<file path="config.mk">
export PLATFORM = sky130hd
export DESIGN_NAME = mult_rr_scheduler
export DESIGN_NICKNAME = d
export VERILOG_FILES = /design/src/rtl/mult_rr_scheduler.sv
export SDC_FILE = /design/constraint.sdc
export NUM_CORES = 1
export LEC_CHECK = 0
export ABC_AREA = 1
export BUFFER_PORTS_ARGS = -buffer_cell sky130_fd_sc_hd__buf_4
export CAP_MARGIN = 10
export CORE_MARGIN = 3
export CORE_UTILIZATION = 51
export CTS_BUF_LIST = sky130_fd_sc_hd__clkbuf_16
export CTS_CLUSTER_SIZE = 10
export DETAILED_ROUTE_END_ITERATION = 8
export PLACE_DENSITY = 0.83
export SYNTH_ARGS = -nofsm -noshare
export SYNTH_HDL_FRONTEND = slang
export SYNTH_SLANG_ARGS = --single-unit
export TNS_END_PERCENT = 30
</file>
<file path="constraint.sdc">
create_clock -name clk -period 2.9 [get_ports clk]
set_input_delay 0.58 -clock clk [delete_from_list [all_inputs] [get_ports clk]]
set_output_delay 0.58 -clock clk [all_outputs]
set_load 0.02 [all_outputs]
</file>
<file path="src/rtl/mult_rr_scheduler.sv">
// rtl/mult_rr_scheduler.sv - round-robin scheduler sharing one external multiplier among NREQ requesters
module mult_rr_scheduler #(
  parameter int NREQ  = 4,
  parameter int WIDTH = 4,
  parameter int IDW   = 2
) (
  input  logic                  clk,
  input  logic                  rst,
  input  logic [NREQ-1:0]       req_valid,
  input  logic [NREQ*WIDTH-1:0] req_a,
  input  logic [NREQ*WIDTH-1:0] req_b,
  output logic [NREQ-1:0]       req_ready,
  output logic [WIDTH-1:0]      mul_a,
  output logic [WIDTH-1:0]      mul_b,
  input  logic [2*WIDTH-1:0]    mul_p,
  output logic                  res_valid,
  output logic [2*WIDTH-1:0]    res_p,
  output logic [IDW-1:0]        res_id,
  input  logic                  res_ready,
  output logic                  busy
);

  typedef enum logic [1:0] {IDLE, MUL, DONE} state_t;

  state_t         state;
  logic [IDW-1:0] ptr;
  logic [IDW-1:0] grant;
  logic [IDW:0]   cand;
  logic           found;
  logic           window;
  logic           accept;

  // Rotating priority search: first valid requester at or after ptr, wrapping.
  always_comb begin
    found = 1'b0;
    grant = '0;
    cand  = '0;
    for (int k = 0; k < NREQ; k++) begin
      cand = {1'b0, ptr} + (IDW+1)'(k);
      if (cand >= (IDW+1)'(NREQ))
        cand = cand - (IDW+1)'(NREQ);
      if (!found && req_valid[cand[IDW-1:0]]) begin
        found = 1'b1;
        grant = cand[IDW-1:0];
      end
    end
  end

  assign window    = (state == IDLE) || ((state == DONE) && res_ready);
  assign accept    = window && found && !rst;
  assign req_ready = accept ? (NREQ'(1) << grant) : '0;
  assign busy      = (state != IDLE);

  always_ff @(posedge clk or posedge rst) begin
    if (rst) begin
      state     <= IDLE;
      res_valid <= 1'b0;
      res_p     <= '0;
    end else begin
      case (state)
        IDLE: if (accept) state <= MUL;
        MUL: begin
          res_p     <= mul_p;
          res_valid <= 1'b1;
          state     <= DONE;
        end
        DONE: begin
          if (res_ready) begin
            res_valid <= 1'b0;
            state     <= accept ? MUL : IDLE;
          end
        end
        default: state <= IDLE;
      endcase
    end
  end

  // Operands, owner tag and pointer move only on an accepted request.
  always_ff @(posedge clk or posedge rst) begin
    if (rst) begin
      ptr    <= '0;
      mul_a  <= '0;
      mul_b  <= '0;
      res_id <= '0;
    end else if (accept) begin
      ptr    <= (grant == IDW'(NREQ-1)) ? '0 : grant + 1'b1;
      mul_a  <= req_a[grant*WIDTH +: WIDTH];
      mul_b  <= req_b[grant*WIDTH +: WIDTH];
      res_id <= grant;
    end
  end

endmodule
</file>
==> results of run 1 <==
-- final timing paths --
check / end / cells past startpoint / slack, ns / start
min in group asynchronous: state[1]$_DFFE_PP0P_ / 2 / 0.52 / rst
max in group asynchronous: mul_b[1]$_DFFE_PP0P_ / 2 / 1.84 / rst
worst max-delay path: req_ready[2] / 14 / 0.13 / ptr[0]$_DFFE_PP0P_
worst max register to register: mul_a[1]$_DFFE_PP0P_ / 16 / 0.91 / ptr[0]$_DFFE_PP0P_
worst min register to register: res_valid$_DFFE_PP0P_ / 2 / 0.49 / res_valid$_DFFE_PP0P_
worst min-delay path: res_valid$_DFFE_PP0P_ / 2 / 0.49 / res_valid$_DFFE_PP0P_
-- area by class of cell --
cell class	count	area [um2]	area share
flip-flops and latches	23	576	0.257
clock inverters	1	3.75	0.00167
well taps	42	52.6	0.0234
clock buffers	3	75.1	0.0335
multi-input cells	171	903	0.403
inverters	21	83.8	0.0374
repair buffers	73	548	0.244
-- synthesized netlist by cell type --
cell,number,area share
nor2_4,1,0.0070
nand2_1,100,0.23
nand3_4,1,0.011
nor2_1,7,0.016
dfrtp_1,23,0.36
nor2_8,1,0.012
buf_6,2,0.014
inv_2,5,0.012
mux2_2,8,0.056
o21a_1,1,0.0047
nand2_2,17,0.066
nand2_4,3,0.021
nand3_1,17,0.053
buf_4,2,0.0093
o21ai_1,1,0.0031
nand4_1,1,0.0039
ha_1,4,0.031
inv_1,16,0.037
nand3_2,3,0.019
o21ai_0,5,0.016
buf_12,1,0.012
buf_2,1,0.0031
nor2_2,1,0.0039
-- power by group through the flow --
stage               Sequential (mW)  Clock [mW]  Combinational [mW]
floorplan                     0.728           0                1.44
global placement              0.572           0                2.02
detailed placement            0.577           0                2.07
CTS                           0.576       0.293                2.09
global route                  0.600       0.309                2.36
finish                        0.579       0.292                2.12
-- logic make-up (layout without fill, tap and decap cells) --
kind of cell               Yosys count  after routing  share of synthesized area
muxes                                8              8                     0.0559
AOI/OAI and AO/OA                    7              7                     0.0233
DFF                                 23             23                      0.357
adders and majority gates            4              4                     0.0310
and+or+nand+nor                    152            152                      0.445
buffers and inverters               27             98                     0.0877
-- critical path, cell delays in order, from the launching register on --
cell,delay [ns]
dfrtp_1,0.40
buf_4,0.19
nand2_1,0.08
nand2_2,0.10
nand2_2,0.10
nand2_4,0.07
nor2_8,0.10
nand3_1,0.08
nand3_1,0.09
nand2_2,0.12
inv_4,0.10
ha_1,0.15
inv_1,0.05
nor2_1,0.14
buf_4,0.17
-- per-stage QoR --
stage / cells / setup WS, ns / utilization / cell area, um2
after floorplan: 221 / 0.406 / - / 1610
after global placement: 330 / 0.282 / 0.748 / 2150
after detailed placement: 330 / 0.225 / 0.748 / 2150
after CTS: 334 / 0.103 / 0.775 / 2230
after global routing: 334 / 0.0121 / 0.779 / 2240
final: 334 / 0.133 / 0.779 / 2240
-- routing by layer --
layer / global-route usage / share of wire
met5: 0 / 0
met2: 0.353 / 0.49
met3: 0.0486 / 0.077
met1: 0.270 / 0.42
met4: 0.0663 / 0.0053
-- sequential cells by signal, summed over array words and instances (netlist names) --
name / count
res_id: 2
state: 2
res_valid: 1
res_p: 8
mul_b: 4
ptr: 2
mul_a: 4
-- what timing repair did --
action | CTS | global route
gates resized for setup | 0 | 4
setup endpoints to repair | 0 | 3
hold endpoints to repair | 0 | 0
==> summary.md, run 1 <==
| Metric | Value |
|---|---|
| Largest net degree at the start of global routing | `24` |
| CTS Buffer Depth | `2` |
| Vias/cell | `~4.8` |
| Post-DP HPWL | `~3100 um` |
| Synth unique cells | `23` |
| Switching share of total power | `0.512` |
| MaxCap Viol Count | `0` |
| Period minus WS final | `roughly 2.8 ns` |
| Share of cells above drive strength 1 | `0.401` |
| Clock Root Buffer | `clkbuf_16` |
| Leading cell type in the layout, fill and taps excluded | `nand2_1` |
| Number of global-route vias before repair | `approximately 1,500` |
| Synth warn | `0` |
| Final count of hold timing violations | `0` |
| Sw Pwr | `approximately 1.5 mW` |
| First-pass GRT wire length | `roughly 6700 um` |
| Core Rows | `19` |
| Internal | `roughly 1.5 mW` |
| Total power | `roughly 3.0 mW` |
| Core Area | `2880 um2` |
| RSZ-0062 raised after global routing | `no` |
| GP Congestion | `0.878` |
| CTS clock-pin slew for the worst setup and hold paths | `about 0.060 ns` |
| Initial antenna violation count | `0` |
| Critical Path RT | `2.32 ns` |
| Seq/Total Area, Yosys | `0.357` |
| Critical path capture point type | `primary output` |
| Syn Nets | `272` |
| Commonest cells after routing, fill and taps aside | `100 x nand2_1, 73 x buf_4, 23 x dfrtp_1, 17 x nand2_2, 17 x nand3_1` |
| Crit path kind | `flip-flop to primary output` |
| Postcts setup bufs | `0` |
| Setup Skew | `about 0.0015 ns` |
| Detail Route Antenna Nets | `0` |
| Reg power frac | `0.193` |
| TritonCTS clock tree | `built` |
| Nets@finish | `344` |
| Total congestion overflow | `0` |
| Die Wd | `about 62 um` |
| Final wirelength | `3980 um` |
| Max-slew headroom | `0.416` |
| Status | `finished, final reports clean` |
| Arr. time, crit path | `2.19 ns` |
| Peak supply drop | `slightly below 0.0008 V` |
| Slew @ Worst Pin | `0.874 ns` |
| # diodes | `0` |
| Gate power share | `0.709` |
| Fin crit share | `0.954` |
| Final hold slack | `just under 0.5 ns` |
| IO Count | `a little over 70` |
| Starting density of the core | `0.561` |
| Post-Syn Area | `1610 um2` |
| # setup viols final | `0` |
| Area grow syn2layout | `39.0%` |
| Pwr dens | `1340 nW/um2` |
| Max-slew violations | `0` |
| Clock power share | `0.097` |
| Drt pass-1 iters | `5` |
| Worst Setup Start Kind | `flip-flop` |
| Post-Synthesis Cells | `221` |
| 1st-iter DRT viols | `57` |
| Cts bufs inserted | `3` |
| Filler cells | `230` |
| Die height | `62.2 um` |
| Hold WC Path Type | `flip-flop to flip-flop` |
| Wire per inst | `11.9 um` |
| Yosys reg bits | `23` |
| Max Freq | `361 MHz` |
| Pleak | `1.26 nW` |
| Vias | `1,616` |
| Die ar. | `roughly 3900 um2` |
| CP Max Fanout | `10` |
| CTS Sinks | `23` |
| Port Buffer Count | `70` |
| DRC | `0` |
| H-tree depth | `1` |
| Worst-Skew Late Latency | `0.25 ns` |
| Total global-route track usage | `0.211` |
| Number of hold buffers added after CTS | `0` |
| Setup TNS | `0 ns` |
| Syn avg cell area | `7.30 um2` |
No activity file was read; power rests on OpenSTA's default activity.
==> run 2, diff against run 1 <==
- clock period: 2.9 -> 3.45 ns (I/O delays scaled with it)
==> summary.md, run 2 (synthesis results as in run 1) <==
| Metric | Value |
|---|---|
| Status | `finished, final reports clean` |
| Worst-Skew Late Latency | `0.25 ns` |
| Post-DP HPWL | `slightly above 3000 um` |
| # resized after CTS | `0` |
| Fin crit share | `0.914` |
| Filler cells | `roughly 240` |
| Setup TNS | `0 ns` |
| IO Count | `a little over 70` |
| Die height | `between 60 and 70 um` |
| Clock Root Buffer | `clkbuf_16` |
| MaxCap Viol Count | `0` |
| CTS clock-pin slew for the worst setup and hold paths | `around 0.060 ns` |
| Clock power share | `0.101` |
| Slew @ Worst Pin | `0.854 ns` |
| Max-slew headroom | `0.430` |
| Leading cell type in the layout, fill and taps excluded | `nand2_1` |
| Port Buffer Count | `70` |
| Max-slew violations | `0` |
| Detail Route Antenna Nets | `0` |
| Vias/cell | `4.76` |
| H-tree depth | `1` |
| # setup viols final | `0` |
| Largest net degree at the start of global routing | `24` |
| Final wirelength | `around 3800 um` |
| Max Freq | `317 MHz` |
| Biggest regs | `res_p (8), mul_a (4), mul_b (4)` |
| Worst Setup Start Kind | `flip-flop` |
| Starting density of the core | `0.561` |
| Number of global-route vias before repair | `between 1,000 and 1,500` |
| CP Max Fanout | `16` |
| Pwr dens | `around 1100 nW/um2` |
| Setup Skew | `approximately 0.0013 ns` |
| GP Congestion | `between 0.8 and 0.9` |
| Peak supply drop | `between 0.0006 and 0.0007 V` |
| Largest register FFs | `8` |
| Wire per inst | `roughly 11 um` |
| Die Wd | `between 60 and 70 um` |
| Crit path kind | `flip-flop to primary output` |
| Period minus WS final | `~3.2 ns` |
| Total congestion overflow | `0` |
| TritonCTS clock tree | `built` |
| Worst Setup Slack, final | `between 0.2 and 0.3 ns` |
| DRC | `0` |
| CTS Sinks | `23` |
| CTS Buffer Depth | `2` |
| Final count of hold timing violations | `0` |
| Vias | `about 1,600` |
| Reg power frac | `0.206` |
| Switching share of total power | `0.510` |
| Worst slack, placed | `0.484 ns` |
| Die ar. | `about 3900 um2` |
| Arr. time, crit path | `around 2.5 ns` |
| Core Rows | `19` |
| Hold WC Path Type | `flip-flop to flip-flop` |
| Total global-route track usage | `0.192` |
| First-pass GRT wire length | `about 6200 um` |
| Gate power share | `0.693` |
| Number of hold buffers added after CTS | `0` |
| Pleak | `between 1 and 1.5 nW` |
| Cts bufs inserted | `3` |
| RSZ-0062 raised after global routing | `no` |
| Initial antenna violation count | `0` |
| 1st-iter DRT viols | `around 110` |
| Internal | `1.19 mW` |
| Commonest cells after routing, fill and taps aside | `100 x nand2_1, 71 x buf_4, 23 x dfrtp_1, 17 x nand2_2, 17 x nand3_1` |
| # diodes | `0` |
| Share of cells above drive strength 1 | `0.397` |
| Critical path capture point type | `primary output` |
| Drt pass-1 iters | `4` |
| Core Area | `2880 um2` |
| Register with the most flip-flops | `res_p` |
| Nets@finish | `~340` |
| Critical Path RT | `2.76 ns` |
| Postcts setup bufs | `0` |
| Area grow syn2layout | `37.4%` |
| Sw Pwr | `approximately 1.2 mW` |
-- run 2: cell count changes in the layout (fill, tap and decap cells not counted), sizes merged --
cell and delta:
buf -2, clkinv +1, inv -1
-- run 2: layer usage --
metal  share of wire  up-vias  global-route usage
met5               0        -                   0
met4          0.0061        0              0.0331
met3           0.079        4              0.0396
met2            0.49       59               0.317
met1            0.42      695               0.263
li1                -      822                   -
-- run 2: area by class of cell --
class	count	area (um2)	share of cell area
flip-flops and latches	23	576	0.260
inverters	21	78.8	0.0356
clock buffers	3	75.1	0.0339
well taps	42	52.6	0.0237
repair buffers	71	533	0.241
multi-input cells	171	896	0.404
clock inverters	1	5.00	0.00226
-- run 2: path summary, 6_finish.rpt --
check                           cells after the start  slack, ns                   from                     to
worst min register to register                      2       0.49  res_valid$_DFFE_PP0P_  res_valid$_DFFE_PP0P_
max in group asynchronous                           2       2.30                    rst   mul_a[1]$_DFFE_PP0P_
worst max register to register                     13       1.18     ptr[0]$_DFFE_PP0P_     ptr[1]$_DFFE_PP0P_
worst min-delay path                                2       0.49  res_valid$_DFFE_PP0P_  res_valid$_DFFE_PP0P_
min in group asynchronous                           2       0.62                    rst  res_valid$_DFFE_PP0P_
worst max-delay path                               14       0.30     ptr[0]$_DFFE_PP0P_           req_ready[1]
-- run 2: power by group through the flow --
stage / logic (mW) / clock network, mW / registers (mW)
3_5_place_dp: 1.68 / 0 / 0.502
5_1_grt: 1.86 / 0.262 / 0.521
4_1_cts: 1.70 / 0.248 / 0.499
2_1_floorplan: 1.21 / 0 / 0.612
6_report: 1.68 / 0.245 / 0.499
3_3_place_gp: 1.66 / 0 / 0.496
-- run 2: worst max-delay path, stage by stage, from the launching register on --
cell	delay, ns
dfrtp_1	0.58
inv_2	0.19
nand2_1	0.14
nand2_4	0.08
nand2_1	0.06
nand2_1	0.04
nand2_1	0.08
nand2_1	0.07
nand2_1	0.07
nand3_2	0.15
inv_2	0.26
ha_1	0.20
inv_1	0.04
nor2_1	0.09
buf_4	0.16
-- run 2: stage by stage --
| stage | cells | hold slack [ns] | total power [mW] | cell area (um2) | utilization |
|---|---|---|---|---|---|
| 4_1_cts | 332 | 0.498 | 2.44 | 2220 | 0.770 |
| 3_3_place_gp | 328 | 0.467 | 2.16 | 2140 | 0.742 |
| 6_report | 332 | 0.494 | 2.42 | 2220 | 0.770 |
| 3_5_place_dp | 328 | 0.485 | 2.19 | 2140 | 0.742 |
| 2_1_floorplan | 221 | 0.516 | 1.82 | 1610 | - |
| 5_1_grt | 332 | 0.513 | 2.64 | 2220 | 0.770 |
==> run 3, diff against run 2 <==
- ABC_AREA: 1 -> unset
- CORE_UTILIZATION: 51 -> 48
==> summary.md, run 3 <==
| Metric | Value |
|---|---|
| Register with the most flip-flops | `res_p` |
| Max-slew headroom | `0.431` |
| Post-Syn Area | `between 1000 and 1500 um2` |
| Most common cell in the netlist | `dfrtp_1` |
| Syn avg cell area | `12.0 um2` |
| Final count of hold timing violations | `0` |
| Syn Nets | `roughly 160` |
| H-tree depth | `1` |
| # resized after CTS | `0` |
| Die height | `approximately 59 um` |
| Pleak | `around 1.0 nW` |
| Reg power frac | `0.319` |
| MaxCap Viol Count | `0` |
| Slew @ Worst Pin | `between 0.8 and 0.9 ns` |
| Worst-Skew Late Latency | `roughly 0.26 ns` |
| Critical path capture point type | `primary output` |
| Number of hold buffers added after CTS | `0` |
| Largest net degree at the start of global routing | `24` |
| Period minus WS final | `between 2 and 3 ns` |
| Post-DP HPWL | `2510 um` |
| Crit path kind | `input pin to primary output` |
| Fin area | `just under 2000 um2` |
| Max-slew violations | `0` |
| RSZ-0062 raised after global routing | `no` |
| Die Wd | `58.8 um` |
| Fin crit share | `0.796` |
| Clock power share | `0.174` |
| GP Congestion | `0.820` |
| Number of enable flip-flop cells after synthesis | `0` |
| Post-Synthesis Cells | `between 100 and 150` |
| Die ar. | `3460 um2` |
| Vias/cell | `approximately 5.2` |
| Seq. cell area | `576 um2` |
| Total congestion overflow | `0` |
| Cts bufs inserted | `3` |
| Internal | `a little under 0.9 mW` |
| Arr. time, crit path | `between 2 and 2.5 ns` |
| CTS Buffer Depth | `2` |
| Top cells by count, synth | `23 x dfrtp_1, 17 x mux2i_1, 16 x nand2_1` |
| Worst slack, placed | `between 0.7 and 0.8 ns` |
| Setup TNS | `0 ns` |
| Synth unique cells | `27` |
| Leading area contributor after synthesis | `dfrtp_1` |
| Clock Root Buffer | `clkbuf_16` |
| CTS Sinks | `23` |
| Area of the multi-input gates | `between 600 and 700 um2` |
| Hold WC Path Type | `flip-flop to flip-flop` |
| Top cell type's share of synthesized area | `0.430` |
| # diodes | `0` |
| Area grow syn2layout | `46.4%` |
| Peak supply drop | `~0.00075 V` |
| Core Area | `~2600 um2` |
| TritonCTS clock tree | `built` |
| Synth Flop Type | `dfrtp_1` |
| Post-Place Cell Area | `1880 um2` |
| Detail Route Antenna Nets | `0` |
| Total global-route track usage | `0.185` |
| Starting density of the core | `0.521` |
| IO Count | `roughly 70` |
| Yosys reg bits | `23` |
| DP Cell Count | `210` |
| Commonest cells after routing, fill and taps aside | `71 x buf_4, 23 x dfrtp_1, 17 x mux2i_1, 16 x nand2_1` |
| Critical Path RT | `2.76 ns` |
| Worst Setup Start Kind | `input pin` |
| Share of cells above drive strength 1 | `0.543` |
| Status | `finished, final reports clean` |
| Filler cells | `183` |
| Wire per inst | `14.6 um` |
| 1st-iter DRT viols | `between 50 and 60` |
| Final core utilization | `0.764` |
| Worst Setup Slack, final | `~0.70 ns` |
| Nets@finish | `236` |
| Initial antenna violation count | `0` |
| # setup viols final | `0` |
| Synth top area cells | `dfrtp_1 43%, mux2i_1 13%, o221ai_2 9.0%` |
| Gate power share | `0.507` |
| CP Max Fanout | `5` |
| DRC | `0` |
| Postcts setup bufs | `0` |
| Synth warn | `0` |
| Post-synth ARST share | `1.00` |
| Drt pass-1 iters | `4` |
| Max Freq | `between 300 and 400 MHz` |
| Total power | `about 1.5 mW` |
| Seq/Total Area, Yosys | `0.430` |
| CTS clock-pin slew for the worst setup and hold paths | `around 0.060 ns` |
| Final hold slack | `approximately 0.49 ns` |
| Core Rows | `18` |
| Switching share of total power | `0.386` |
| Setup Skew | `approximately 0.0060 ns` |
| First-pass GRT wire length | `4890 um` |
| Number of global-route vias before repair | `between 1,000 and 1,500` |
| Pwr dens | `740 nW/um2` |
| Sw Pwr | `about 0.56 mW` |
| Leading cell type in the layout, fill and taps excluded | `buf_4` |
| Port Buffer Count | `70` |
| Biggest regs | `res_p (8), mul_a (4), mul_b (4)` |
| Vias | `1,118` |
| Post-route non-filler standard cell count | `214` |
| Largest register FFs | `8` |
| Final wirelength | `between 3000 and 4000 um` |
## run 3: cell types whose count changed after synthesis, sizes merged, moves of 3 or more
cell / previous run / this run
o21ai: 6 / 1
nand2: 120 / 18
o221ai: 0 / 8
buf: 6 / 3
mux2i: 0 / 17
a21oi: 0 / 5
and2: 0 / 4
nand3: 21 / 0
nor2: 10 / 3
inv: 21 / 6
## run 3: cells by family after synthesis
logic type,share of synthesized area
compound gates,0.139
flops,0.430
buf+inv,0.0570
fa+ha+maj,0.0374
simple gates,0.142
mux,0.194
## run 3: layout make-up
class                           count  area share
Clock buffer                        3      0.0383
Clock inverter                      1     0.00383
Timing Repair Buffer               71       0.272
Multi-Input combinational cell     79       0.354
Sequential cell                    23       0.294
Tap cell                           30      0.0191
Inverter                            7      0.0198
## run 3: final timing paths
path | depth (start not counted) | slack [ns] | end | from
setup reg to reg | 6 | 1.62 | mul_b[0]$_DFFE_PP0P_ | ptr[1]$_DFFE_PP0P_
setup / recovery | 8 | 0.70 | req_ready[3] | req_valid[0]
hold / removal | 2 | 0.49 | res_id[1]$_DFFE_PP0P_ | res_id[1]$_DFFE_PP0P_
min in group asynchronous | 2 | 0.62 | state[1]$_DFFE_PP0P_ | rst
max in group asynchronous | 2 | 2.30 | state[0]$_DFFE_PP0P_ | rst
hold reg to reg | 2 | 0.49 | res_id[1]$_DFFE_PP0P_ | res_id[1]$_DFFE_PP0P_
## run 3: critical path, stage by stage
cell     delay, ns
buf_4         0.10
a21oi_1       0.07
o21a_1        0.19
o22ai_2       0.34
inv_1         0.18
ha_1          0.21
and2_1        0.13
buf_4         0.15
## run 3: power by group through the flow
stage | sequential [mW] | combinational, mW | clock, mW
2_1_floorplan | 0.582 | 0.351 | 0
3_3_place_gp | 0.458 | 0.724 | 0
3_5_place_dp | 0.464 | 0.746 | 0
4_1_cts | 0.463 | 0.747 | 0.257
5_1_grt | 0.477 | 0.790 | 0.269
6_report | 0.462 | 0.736 | 0.252
## run 3: routing by layer
layer	track usage	vias up	part of all wire	routed length, um
li1	-	545	-	-
met1	0.204	535	0.38	1200
met2	0.342	34	0.54	1700
met3	0.0614	4	0.062	194
met4	0.0388	0	0.0096	30
met5	0	-	0	0
